==> src/rtl/loader_pkg.sv <==
// Shared definitions for the UART instruction-memory loader: FSM encoding, sync byte, bit timing.
// IMEM_LOADER_CHECKSUM_EN (optional) adds the S_CSUM trailer check in imem_uart_loader.
package loader_pkg;

  typedef enum logic [2:0] {
    S_IDLE = 3'd0,
    S_LEN0 = 3'd1,
    S_LEN1 = 3'd2,
    S_DATA = 3'd3,
    S_DONE = 3'd4,
    S_ERR  = 3'd5,
    S_CSUM = 3'd6
  } state_t;

  localparam logic [7:0] SYNC_BYTE = 8'hA5;

  function automatic int clks_per_bit(input int clk_freq_hz, input int baud);
    return clk_freq_hz / baud;
  endfunction

endpackage

==> src/rtl/uart_rx_8n1.sv <==
// 8N1 UART receiver: 2-FF synchronizer, falling-edge start detect with mid-bit sampling.
// Emits a one-cycle rx_valid with rx_byte, or rx_ferr when the stop bit reads low.
module uart_rx_8n1 import loader_pkg::*; #(
  parameter int CLK_FREQ_HZ = 100000000,
  parameter int BAUD        = 115200
) (
  input  logic       clk,
  input  logic       rst,
  input  logic       uart_rx,
  output logic [7:0] rx_byte,
  output logic       rx_valid,
  output logic       rx_ferr
);

  localparam int CPB   = clks_per_bit(CLK_FREQ_HZ, BAUD);
  localparam int CNT_W = $clog2(CPB);
  localparam logic [CNT_W-1:0] HALF_LAST = CNT_W'(CPB / 2 - 1);
  localparam logic [CNT_W-1:0] BIT_LAST  = CNT_W'(CPB - 1);

  typedef enum logic [1:0] {RX_IDLE, RX_START, RX_DATA, RX_STOP} rx_state_t;

  rx_state_t        state_reg, state_next;
  logic [CNT_W-1:0] cnt_reg, cnt_next;
  logic [2:0]       bit_reg, bit_next;
  logic [7:0]       shift_reg, shift_next;
  logic             valid_reg, valid_next;
  logic             ferr_reg, ferr_next;
  logic             sync1_reg, sync2_reg, prev_reg;

  always_comb begin
    state_next = state_reg;
    cnt_next   = cnt_reg;
    bit_next   = bit_reg;
    shift_next = shift_reg;
    valid_next = 1'b0;
    ferr_next  = 1'b0;
    case (state_reg)
      RX_IDLE: begin
        if (prev_reg && !sync2_reg) begin
          state_next = RX_START;
          cnt_next   = '0;
        end
      end
      RX_START: begin
        if (cnt_reg == HALF_LAST) begin
          // A line that is high again at mid start bit was only a glitch.
          state_next = sync2_reg ? RX_IDLE : RX_DATA;
          cnt_next   = '0;
          bit_next   = '0;
        end else begin
          cnt_next = cnt_reg + 1'b1;
        end
      end
      RX_DATA: begin
        if (cnt_reg == BIT_LAST) begin
          cnt_next   = '0;
          shift_next = {sync2_reg, shift_reg[7:1]};
          bit_next   = bit_reg + 1'b1;
          if (bit_reg == 3'd7) state_next = RX_STOP;
        end else begin
          cnt_next = cnt_reg + 1'b1;
        end
      end
      RX_STOP: begin
        if (cnt_reg == BIT_LAST) begin
          valid_next = sync2_reg;
          ferr_next  = !sync2_reg;
          state_next = RX_IDLE;
        end else begin
          cnt_next = cnt_reg + 1'b1;
        end
      end
      default: state_next = RX_IDLE;
    endcase
  end

  always_ff @(posedge clk or posedge rst) begin
    if (rst) begin
      sync1_reg <= 1'b1;
      sync2_reg <= 1'b1;
      prev_reg  <= 1'b1;
      state_reg <= RX_IDLE;
      cnt_reg   <= '0;
      bit_reg   <= '0;
      shift_reg <= '0;
      valid_reg <= 1'b0;
      ferr_reg  <= 1'b0;
    end else begin
      sync1_reg <= uart_rx;
      sync2_reg <= sync1_reg;
      prev_reg  <= sync2_reg;
      state_reg <= state_next;
      cnt_reg   <= cnt_next;
      bit_reg   <= bit_next;
      shift_reg <= shift_next;
      valid_reg <= valid_next;
      ferr_reg  <= ferr_next;
    end
  end

  assign rx_byte  = shift_reg;
  assign rx_valid = valid_reg;
  assign rx_ferr  = ferr_reg;

endmodule

==> src/rtl/imem_uart_loader.sv <==
// Boot loader: receives A5, 16-bit word count, then little-endian words over UART and writes imem.
// Holds the core in reset until DONE. Define IMEM_LOADER_CHECKSUM_EN for the XOR trailer byte.
module imem_uart_loader import loader_pkg::*; #(
  parameter int CLK_FREQ_HZ = 100000000,
  parameter int BAUD        = 115200,
  parameter int ADDR_W      = 8
) (
  input  logic              clk,
  input  logic              rst,
  input  logic              uart_rx,
  output logic              imem_we,
  output logic [ADDR_W-1:0] imem_addr,
  output logic [31:0]       imem_wdata,
  output logic              cpu_rst,
  output logic              load_done,
  output logic              load_err
);

  localparam int DEPTH = 2 ** ADDR_W;
`ifdef IMEM_LOADER_CHECKSUM_EN
  localparam state_t S_TAIL = S_CSUM;
`else
  localparam state_t S_TAIL = S_DONE;
`endif

  logic [7:0] rx_byte;
  logic       rx_valid, rx_ferr;

  uart_rx_8n1 #(.CLK_FREQ_HZ(CLK_FREQ_HZ), .BAUD(BAUD)) u_rx (
    .clk      (clk),
    .rst      (rst),
    .uart_rx  (uart_rx),
    .rx_byte  (rx_byte),
    .rx_valid (rx_valid),
    .rx_ferr  (rx_ferr)
  );

  state_t            state_reg, state_next;
  logic [7:0]        len_lo_reg, len_lo_next;
  logic [15:0]       len_reg, len_next;
  logic [ADDR_W:0]   word_idx_reg, word_idx_next;
  logic [1:0]        byte_idx_reg, byte_idx_next;
  logic [31:0]       word_asm_reg, word_asm_next;
  logic              imem_we_reg, imem_we_next;
  logic [ADDR_W-1:0] imem_addr_reg, imem_addr_next;
  logic [31:0]       imem_wdata_reg, imem_wdata_next;
`ifdef IMEM_LOADER_CHECKSUM_EN
  logic [7:0]        csum_reg, csum_next;
`endif

  logic [15:0] len_rx;
  logic        last_word;
  assign len_rx    = {rx_byte, len_lo_reg};
  assign last_word = (32'(word_idx_reg) + 32'd1) == 32'(len_reg);

  always_comb begin
    state_next      = state_reg;
    len_lo_next     = len_lo_reg;
    len_next        = len_reg;
    word_idx_next   = word_idx_reg;
    byte_idx_next   = byte_idx_reg;
    word_asm_next   = word_asm_reg;
    imem_we_next    = 1'b0;
    imem_addr_next  = imem_addr_reg;
    imem_wdata_next = imem_wdata_reg;
`ifdef IMEM_LOADER_CHECKSUM_EN
    csum_next       = csum_reg;
`endif
    case (state_reg)
      S_IDLE, S_DONE, S_ERR: begin
        if (rx_valid && rx_byte == SYNC_BYTE) state_next = S_LEN0;
      end
      S_LEN0: begin
        if (rx_ferr) state_next = S_ERR;
        else if (rx_valid) begin
          len_lo_next = rx_byte;
          state_next  = S_LEN1;
        end
      end
      S_LEN1: begin
        if (rx_ferr) state_next = S_ERR;
        else if (rx_valid) begin
          len_next      = len_rx;
          word_idx_next = '0;
          byte_idx_next = '0;
`ifdef IMEM_LOADER_CHECKSUM_EN
          csum_next     = '0;
`endif
          if (len_rx == 16'd0)            state_next = S_TAIL;
          else if (32'(len_rx) > DEPTH)   state_next = S_ERR;
          else                            state_next = S_DATA;
        end
      end
      S_DATA: begin
        // The strobe cycle advances the word index; bytes are far apart so none is lost here.
        if (imem_we_reg) begin
          word_idx_next = word_idx_reg + 1'b1;
          if (last_word) state_next = S_TAIL;
        end else if (rx_ferr) begin
          state_next = S_ERR;
        end else if (rx_valid) begin
          word_asm_next[{byte_idx_reg, 3'b000} +: 8] = rx_byte;
          byte_idx_next = byte_idx_reg + 1'b1;
`ifdef IMEM_LOADER_CHECKSUM_EN
          csum_next     = csum_reg ^ rx_byte;
`endif
          if (byte_idx_reg == 2'd3) begin
            imem_we_next    = 1'b1;
            imem_addr_next  = word_idx_reg[ADDR_W-1:0];
            imem_wdata_next = word_asm_next;
          end
        end
      end
`ifdef IMEM_LOADER_CHECKSUM_EN
      S_CSUM: begin
        if (rx_ferr) state_next = S_ERR;
        else if (rx_valid) state_next = (rx_byte == csum_reg) ? S_DONE : S_ERR;
      end
`endif
      default: state_next = S_IDLE;
    endcase
  end

  always_ff @(posedge clk or posedge rst) begin
    if (rst) begin
      state_reg      <= S_IDLE;
      len_lo_reg     <= '0;
      len_reg        <= '0;
      word_idx_reg   <= '0;
      byte_idx_reg   <= '0;
      word_asm_reg   <= '0;
      imem_we_reg    <= 1'b0;
      imem_addr_reg  <= '0;
      imem_wdata_reg <= '0;
`ifdef IMEM_LOADER_CHECKSUM_EN
      csum_reg       <= '0;
`endif
    end else begin
      state_reg      <= state_next;
      len_lo_reg     <= len_lo_next;
      len_reg        <= len_next;
      word_idx_reg   <= word_idx_next;
      byte_idx_reg   <= byte_idx_next;
      word_asm_reg   <= word_asm_next;
      imem_we_reg    <= imem_we_next;
      imem_addr_reg  <= imem_addr_next;
      imem_wdata_reg <= imem_wdata_next;
`ifdef IMEM_LOADER_CHECKSUM_EN
      csum_reg       <= csum_next;
`endif
    end
  end

  assign imem_we    = imem_we_reg;
  assign imem_addr  = imem_addr_reg;
  assign imem_wdata = imem_wdata_reg;
  assign cpu_rst    = (state_reg != S_DONE);
  assign load_done  = (state_reg == S_DONE);
  assign load_err   = (state_reg == S_ERR);

endmodule

==> config.mk <==
export PLATFORM = sky130hd
export DESIGN_NAME = imem_uart_loader
export DESIGN_NICKNAME = d
export VERILOG_FILES = /design/src/rtl/loader_pkg.sv /design/src/rtl/uart_rx_8n1.sv /design/src/rtl/imem_uart_loader.sv
export SDC_FILE = /design/constraint.sdc
export NUM_CORES = 1
export LEC_CHECK = 0
export ABC_AREA = 1
export CELL_PAD_IN_SITES_DETAIL_PLACEMENT = 1
export CELL_PAD_IN_SITES_GLOBAL_PLACEMENT = 1
export CORE_MARGIN = 2
export CORE_UTILIZATION = 31
export DETAILED_ROUTE_END_ITERATION = 12
export HOLD_SLACK_MARGIN = 0.06
export PLACE_DENSITY_LB_ADDON = 0.1
export SKIP_CTS_REPAIR_TIMING = 1
export SYNTH_ARGS = -nofsm -noshare
export SYNTH_HDL_FRONTEND = slang
export SYNTH_SLANG_ARGS = --single-unit
export TNS_END_PERCENT = 20
==> constraint.sdc <==
create_clock -name clk -period 10.06 [get_ports clk]
set_clock_uncertainty 0.05 [all_clocks]
set_input_delay 1.006 -clock clk [delete_from_list [all_inputs] [get_ports clk]]
set_output_delay 1.006 -clock clk [all_outputs]
set_load 0.005 [all_outputs]
==> results.yml, run 1 <==
setup_path:
  worstPathRequired_ns: 10.35
  path_class: "reg -> reg"
  crit_arrival_ns: 3.12
  critPathSlowestCell: "nor3_1"
  critical_path.cell_chain: "inv_1, ha_1, nor3_1, nand3_1, o21ai_2"
  slowest_delay_ns: 0.86
  endpoint_kind: "flop"
  cp_max_fo: 13
  cp-start-kind: "flop"
routing:
  wire_per_inst_um: 15.31
  drtPass1Iterations: 4
  drc: 0
  drt.antenna.violating_nets: 0
  totalWireLength_um: 16120
  detail_route.vias_per_cell: 4.744
  num_vias: 4995
  drt_iter0_drc: 157
min_path:
  hp-class: "reg -> reg"
global_route:
  antenna_found_initial: 0
  grt_pass1_wl_um: 27390
  grt_pass1_vias: 5401
  track_usage_pct: 15.93
  grt_start_max_net_pins: 73
  grt_overflow_total: 0
timing:
  finalSetupViolCount: 0
  period_minus_slack_ns: 2.823
  rsz0062_at_grt: "no"
  maxSlewViolCount: 0
  max_freq_mhz: 354.3
  final_hold_viol_count: 0
  fin_setup_tns_ns: 0
  period_share_pct: 28.06
  max_slew_margin_pct: 29.26
  finalWorstSetupSlack_ns: 7.237
  tightest_slew_ns: 1.053
logic_synthesis:
  yosysTopAreaCell: "dfrtp_1"
  synthTopCellsByArea: "dfrtp_1 51%, nand2_1 12%, o21ai_0 5.7%, inv_1 4.6%, o21ai_2 4.4%"
  avgSynthCellArea_um2: 8.683
  ys_ff_latch: 131
  seq_area_frac_synth_pct: 52.06
  netlist_instances: 726
  synth_warnings: 0
  syn_nets: 743
  yosysTopAreaCellShare_pct: 50.81
  yosysUniqueCellTypes: 31
  syn_area_um2: 6304
floorplanning:
  die_x_um: 146.6
  core-area_um2: 20100
  die_h_um: 146.6
  die_area_um2: 21490
  rows: 52
  start_util_pct: 31.35
  ios: 47
pwr:
  seq_power_share_pct: 43.4
  ir_drop_v: 0.0001223
  power.switching_uw: 327.4
  p_clk_share_pct: 49.0
  p_int_uw: 940.9
  p_leak_uw: 0.003356
  power.share.combinational_pct: 7.7
  power_density_nw_per_um2: 167.7
  switching_share_pct: 25.81
cells_and_area:
  final_cell_mix: "202 x nand2_1, 128 x dfrtp_1, 77 x inv_1"
  antennaDiodeCount: 0
  area_growth_pct: 19.99
  drive_above_1_share_pct: 10.47
  final_area_um2: 7564
  multi_input_area_um2: 2555
  largest_reg_flops: 32
  regArea_um2: 3282
  final_common_cell: "nand2_1"
  fin_nets: 787
  fillCellCount: 2336
  fin_util_pct: 37.62
cts:
  cts.path.max_buffers: 2
  cts_made_buffers: 17
  clock_latency_ns: 0.42
  root_buffer: "clkbuf_16"
  cts_max_level: 4
  cts_num_sinks: 131
  clk_pin_slew_ns: 0.06
  cts_tree: "yes"
run_status:
  status: "finished, final reports clean"
placed_design:
  dp_slack_ns: 6.714
  io_buffers: 46
  placed_area_um2: 6973
  dpl.hpwl_um: 11400
  gp_congestion: 0.7853
flow_run:
  drv_cap: 0
-- final timing paths --
| check | startpoint | to | cells after the start | slack, ns |
|---|---|---|---|---|
| worst max-delay path | byte_idx_reg[0] | imem_wdata[26] | 5 | 7.24 |
| worst min-delay path | u_rx.sync1_reg | u_rx.sync2_reg | 0 | 0.31 |
| worst max register to register | byte_idx_reg[0] | imem_wdata[26] | 5 | 7.24 |
| worst min register to register | u_rx.sync1_reg | u_rx.sync2_reg | 0 | 0.31 |
| max in group asynchronous | rst | len_reg[2] | 4 | 7.31 |
| min in group asynchronous | rst | imem_wdata[7] | 2 | 0.90 |
-- layout make-up --
class	instances	area share, %
inverters	84	4.268
repair buffers	48	6.286
clock buffers	18	5.806
clock inverters	14	2.002
multi-input cells	488	33.78
flip-flops and latches	131	43.39
well taps	270	4.467
-- critical path, delay by kind of cell (launching register included) --
family | cells | cell delay [ns]
AO/OA/AOI/OAI | 1 | 0.20
AND/OR/NAND/NOR | 2 | 1.06
flip-flops | 1 | 0.66
buffers and inverters | 1 | 0.34
adder cells (fa/ha/maj) | 1 | 0.43
-- per-stage QoR --
stage	hold WS, ns	power [uW]	std cells
floorplan	0.2952	628.5	726
global placement	0.2968	653.2	1021
detailed placement	0.3009	659.9	1021
CTS	0.3103	1291	1053
global route	0.3133	1328	1053
finish	0.3080	1268	1053
-- layer usage --
metal	global-route usage, %	vias up	share of wire (%)
li1	-	2469	-
met1	21.11	2457	49
met2	26.48	51	48
met3	3.125	18	2.1
met4	4.709	0	1.3
met5	0	-	0
-- synth_stat cells --
| cell type | number |
|---|---|
| xor2_1 | 6 |
| dfstp_2 | 3 |
| nand3_1 | 38 |
| buf_1 | 1 |
| buf_6 | 8 |
| nand2_2 | 1 |
| dfrtp_1 | 128 |
| a22oi_1 | 17 |
| nand3b_1 | 6 |
| o22ai_1 | 10 |
| or2_2 | 1 |
| inv_2 | 3 |
| o32ai_1 | 8 |
| o21ai_2 | 32 |
| a21oi_1 | 4 |
| o21ai_0 | 72 |
| nand4_1 | 7 |
| nand2_1 | 202 |
| ha_1 | 14 |
| nor2_8 | 2 |
| nor2_4 | 2 |
| nor4_1 | 1 |
| clkbuf_1 | 14 |
| nor2_1 | 40 |
| inv_1 | 78 |
| o211ai_1 | 1 |
| inv_4 | 2 |
| a211oi_2 | 1 |
| o21bai_1 | 1 |
| nor3_1 | 22 |
| clkinv_1 | 1 |
-- cells by family (layout without fill, tap and decap cells) --
kind of cell,after synthesis,after routing,share of synthesized area [%]
AO/OA/AOI/OAI,146,146,15.05
XOR/XNOR,6,6,0.8337
adder cells (fa/ha/maj),14,14,2.779
buffers and inverters,107,164,7.404
flip-flops,131,131,52.06
AND/OR/NAND/NOR,322,322,21.87
-- power groups by stage --
stage / logic (uW) / clock network, uW / registers [uW]
6_report: 97.0 / 621 / 550
5_1_grt: 115 / 662 / 552
4_1_cts: 101 / 640 / 550
3_5_place_dp: 100 / 0 / 560
3_3_place_gp: 95.0 / 0 / 558
2_1_floorplan: 72.1 / 0 / 556
No activity file was read; power rests on OpenSTA's default activity.
==> inputs of run 2 (changes only) <==
==> constraint.sdc (replaced) <==
create_clock -name clk -period 2.7 [get_ports clk]
set_clock_uncertainty 0.05 [all_clocks]
set_input_delay 0.27 -clock clk [delete_from_list [all_inputs] [get_ports clk]]
set_output_delay 0.27 -clock clk [all_outputs]
set_load 0.005 [all_outputs]
==> run 2 against run 1 <==
  * Combinational power grew to 3.8 times the previous value
  * Core utilization up 1.1 points
  * Via count up 1.3%
  * Global-route usage rose by 0.25 points
  * Non-clock buffer count is 8 higher
  * Sequential share of layout area is 1.2 points lower
  * Die area did not move
  * Power increased to 4.1 times the previous value
==> results.yml, run 2 (synthesis gave the netlist of run 1 again) <==
run_status:
  status: "finished, final reports clean"
cells_and_area:
  largest_reg_flops: 32
  fillCellCount: 2292
  fin_nets: 795
  final_cell_mix: "202 x nand2_1, 128 x dfrtp_1, 77 x inv_1"
  final_common_cell: "nand2_1"
  drive_above_1_share_pct: 11.25
  antennaDiodeCount: 0
  final_cells: 1061
  area_growth_pct: 23.40
setup_path:
  cp-start-kind: "flop"
  critPathSlowestCell: "dfrtp_1"
  cp_max_fo: 34
  worstPathRequired_ns: 2.95
  path_class: "reg -> reg"
  cpMostUsedCell: "inv_2"
  slowest_delay_ns: 0.40
  critical_path.cell_chain: "inv_2, nand2_2, nor2_4, inv_2, nor2_4, inv_2, nor2_8, inv_4, nor2_8, inv_4, buf_12, nand2_1, o21ai_2"
  crit_arrival_ns: 2.50
  reg2regPathDepth: 13
  endpoint_kind: "flop"
timing:
  finalSetupViolCount: 0
  fin_setup_tns_ns: 0
  period_minus_slack_ns: 2.244
  period_share_pct: 83.12
  max_slew_margin_pct: 40.69
  holdWs_ns: 0.2072
  max_freq_mhz: 445.6
  finalWorstSetupSlack_ns: 0.4558
  rsz0062_at_grt: "no"
  maxSlewViolCount: 0
  tightest_slew_ns: 0.8875
  final_hold_viol_count: 0
min_path:
  hp-class: "in -> reg"
  whs_path_depth: 1
routing:
  drtPass1Iterations: 5
  drt.antenna.violating_nets: 0
  totalWireLength_um: 16270
  wire_per_inst_um: 15.33
  detail_route.vias_per_cell: 4.768
  drt_iter0_drc: 212
  drc: 0
  num_vias: 5059
global_route:
  antenna_found_initial: 0
  grt_start_max_net_pins: 76
  grt_pass1_vias: 5501
  grt_pass1_wl_um: 27960
  grt_overflow_total: 0
  track_usage_pct: 16.18
pwr:
  power_density_nw_per_um2: 667.5
  power.share.combinational_pct: 7.2
  ir_drop_v: 0.0003665
  p_int_uw: 3998
  p_clk_share_pct: 53.3
  p_leak_uw: 0.003473
  seq_power_share_pct: 39.5
  switching_share_pct: 23.01
  power.switching_uw: 1195
cts:
  clk_pin_slew_ns: 0.06
  cts_made_buffers: 17
  root_buffer: "clkbuf_16"
  cts_tree: "yes"
  cts_num_sinks: 131
  cts_max_level: 4
  cts.path.max_buffers: 2
  clock_latency_ns: 0.42
placed_design:
  dp_slack_ns: 0.4443
  gp_congestion: 0.7916
  io_buffers: 46
  placedCellCount: 1029
  dpl.hpwl_um: 11640
floorplanning:
  die_h_um: 146.6
  ios: 47
  core-area_um2: 20100
  die_area_um2: 21490
  start_util_pct: 31.35
  rows: 52
  die_x_um: 146.6
flow_run:
  drv_cap: 0
==> run 2: cell types whose count changed in the layout (fill, tap and decap cells not counted), sizes merged <==
cell / previous run / this run
buf: 2 / 10
bufinv: 2 / 7
inv: 88 / 83
clkinvlp: 5 / 1
clkbuf: 18 / 20
clkinv: 3 / 5
==> run 2: power by group through the flow <==
stage	combinational [uW]	clock [uW]	sequential (uW)
6_report	373	2770	2050
5_1_grt	442	2930	2060
4_1_cts	381	2830	2050
3_5_place_dp	380	0	2080
3_3_place_gp	362	0	2080
2_1_floorplan	269	0	2070
==> run 2: cell type report <==
cell class,count,area [um^2],share of cell area (%)
timing repair buffer,56,573.1,7.367
clock buffer,20,456.7,5.871
multi-input combinational,488,2555,32.85
clock inverter,12,250.2,3.217
inverter,84,324.1,4.166
tap,270,337.8,4.343
sequential,131,3282,42.19
==> run 2: path summary, 6_finish.rpt <==
check | startpoint | end | slack [ns]
setup reg to reg | state_reg[2] | imem_wdata[30] | 0.46
setup / recovery | state_reg[2] | imem_wdata[30] | 0.46
hold / removal | uart_rx | u_rx.sync1_reg | 0.21
hold reg to reg | u_rx.sync1_reg | u_rx.sync2_reg | 0.31
min in group asynchronous | rst | u_rx.cnt_reg[0] | 0.27
max in group asynchronous | rst | word_asm_reg[20] | 1.95
==> run 2: through the flow <==
| step | utilization, % | area (um^2) | total power [uW] |
|---|---|---|---|
| global route | 38.69 | 7779 | 5426 |
| CTS | 38.69 | 7779 | 5263 |
| floorplan | - | 6307 | 2342 |
| detailed placement | 35.18 | 7072 | 2465 |
| finish | 38.69 | 7779 | 5193 |
| global placement | 35.18 | 7072 | 2441 |
==> run 2: layer usage <==
metal	wire (um)	GRT usage (%)	share of wire, %	vias to the layer above
li1	-	-	-	2491
met1	7958	21.84	49	2502
met2	7700	26.20	47	54
met3	424	3.406	2.6	12
met4	184	4.903	1.1	0
met5	0	0	0	-
==> run 2: critical path: cells and delay by family (launching register included) <==
kind,cells,cell delay [ns]
simple gates,6,0.81
buf+inv,6,0.79
flops,1,0.40
compound gates,1,0.06
==> inputs of run 3 (changes only) <==
==> constraint.sdc (replaced) <==
create_clock -name clk -period 1.8 [get_ports clk]
set_clock_uncertainty 0.05 [all_clocks]
set_input_delay 0.18 -clock clk [delete_from_list [all_inputs] [get_ports clk]]
set_output_delay 0.18 -clock clk [all_outputs]
set_load 0.005 [all_outputs]
==> run 3 against run 2 <==
  * The run now ends with setup timing left
  * Highest routed layer unchanged
  * Routed wire length grew 8.8%
  * First-iteration DRC count fell by 27%
  * Final cell count rose by 5.7%
  * Power grew 42%
  * Critical path type unchanged
  * Sequential share of layout area fell by 3.4 points
  * Core utilization up 3.4 points
  * Largest cell class unchanged
  * Critical endpoint is now state_reg[2]
  * Count of clock-buffer cells in the layout is the same
==> results.yml, run 3 (synthesis gave the netlist of run 1 again) <==
run_status:
  status: "finished, violations left"
  violations: "setup timing"
routing:
  detail_route.vias_per_cell: 4.734
  drc: 0
  num_vias: 5312
  drt_iter0_drc: 154
  drtPass1Iterations: 4
  totalWireLength_um: 17690
  drt.antenna.violating_nets: 0
  wire_per_inst_um: 15.77
min_path:
  hp-class: "in -> reg"
timing:
  final_hold_viol_count: 0
  period_share_pct: 106.5
  period_minus_slack_ns: 1.918
  tightest_slew_ns: 0.4678
  finalWorstSetupSlack_ns: -0.1177
  maxSlewViolCount: 0
  max_slew_margin_pct: 68.81
  rsz0062_at_grt: "yes"
  finalSetupViolCount: 18
  max_freq_mhz: 521.5
placed_design:
  placed_area_um2: 7435
  io_buffers: 46
  dpl.hpwl_um: 12200
  gp_congestion: 0.8371
flow_run:
  drv_cap: 0
setup_path:
  worstPathRequired_ns: 2.11
  endpoint_kind: "flop"
  slowest_delay_ns: 0.41
  crit_arrival_ns: 2.22
  cp_max_fo: 4
  critical_path.cell_chain: "ha_4, buf_4, inv_1, nand2_1, nand3b_1, nand2_1, nor2_1, nand3_1, nor2_1, nand3_1, nand2_2, buf_4, nand3_1, nand2_1"
  path_class: "reg -> reg"
  cp-start-kind: "flop"
  critPathSlowestCell: "dfrtp_1"
pwr:
  ir_drop_v: 0.0006218
  switching_share_pct: 26.61
  p_clk_share_pct: 45.1
  p_int_uw: 5410
  finalPower_uw: 7372
  seq_power_share_pct: 41.5
  power.switching_uw: 1962
  p_leak_uw: 0.003785
  power_density_nw_per_um2: 871.6
  power.share.combinational_pct: 13.4
global_route:
  track_usage_pct: 16.88
  antenna_found_initial: 0
  grt_pass1_vias: 5762
  grt_overflow_total: 0
  grt_start_max_net_pins: 81
  grt_pass1_wl_um: 29150
cells_and_area:
  area_growth_pct: 34.18
  drive_above_1_share_pct: 25.47
  antennaDiodeCount: 0
  largest_reg_flops: 32
  final_cell_mix: "192 x nand2_1, 127 x dfrtp_1, 68 x o21ai_0"
  fin_nets: 856
  final_area_um2: 8458
  final_common_cell: "nand2_1"
floorplanning:
  start_util_pct: 31.35
  rows: 52
  core-area_um2: 20100
  die_h_um: 146.6
  die_area_um2: 21490
  ios: 47
  die_x_um: 146.6
cts:
  cts_max_level: 4
  clk_pin_slew_ns: 0.06
  cts_num_sinks: 131
  clock_latency_ns: 0.42
  cts_made_buffers: 17
  root_buffer: "clkbuf_16"
  cts_tree: "yes"
  cts.path.max_buffers: 2
## run 3: cell type report
class                   count  area, um^2
well taps                 270       337.8
repair buffers            116        1079
fillers                  2324       11650
flip-flops and latches    131        3283
multi-input cells         488        2844
clock buffers              20       456.7
clock inverters            12       107.6
repair inverters            1       7.507
inverters                  84       342.8
## run 3: worst paths after layout
path | startpoint | end | slack, ns | depth (start not counted)
worst max-delay path | word_idx_reg[1] | state_reg[2] | -0.12 | 14
worst min-delay path | uart_rx | u_rx.sync1_reg | 0.11 | 1
worst max register to register | word_idx_reg[1] | state_reg[2] | -0.12 | 14
worst min register to register | u_rx.sync1_reg | u_rx.sync2_reg | 0.31 | 0
max in group asynchronous | rst | word_asm_reg[4] | 1.09 | 3
min in group asynchronous | rst | u_rx.cnt_reg[1] | 0.18 | 3
## run 3: layer usage
metal | global-route usage, % | up-vias | part of all wire, %
met3 | 3.063 | 12 | 2.0
li1 | - | 2624 | -
met5 | 0 | - | 0
met2 | 28.17 | 51 | 49
met4 | 4.660 | 0 | 0.99
met1 | 22.58 | 2625 | 48
## run 3: power by group through the flow
| stage | logic, uW | clock network (uW) | registers (uW) |
|---|---|---|---|
| global route | 1110 | 3550 | 3070 |
| CTS | 728 | 3400 | 3060 |
| detailed placement | 724 | 0 | 3110 |
| floorplan | 404 | 0 | 3110 |
| global placement | 667 | 0 | 3100 |
| finish | 984 | 3320 | 3060 |
## run 3: metrics by stage
step / hold slack [ns] / utilization (%) / setup slack, ns / cells / setup TNS (ns)
floorplan: 0.1345 / - / -0.05076 / 726 / -7.114
global placement: 0.3004 / 36.98 / -0.06635 / 1075 / -0.1945
detailed placement: 0.3000 / 36.98 / -0.1766 / 1075 / -1.733
CTS: 0.09966 / 39.79 / -0.2260 / 1107 / -2.918
global route: 0.09955 / 42.07 / -0.2742 / 1122 / -6.530
finish: 0.1142 / 42.07 / -0.1177 / 1122 / -0.4294
## run 3: worst max-delay path: cells and delay by family, from the launching register on
kind	cells	cell delay, ns
fa+ha+maj	1	0.19
buf+inv	3	0.31
flops	1	0.41
simple gates	10	0.92
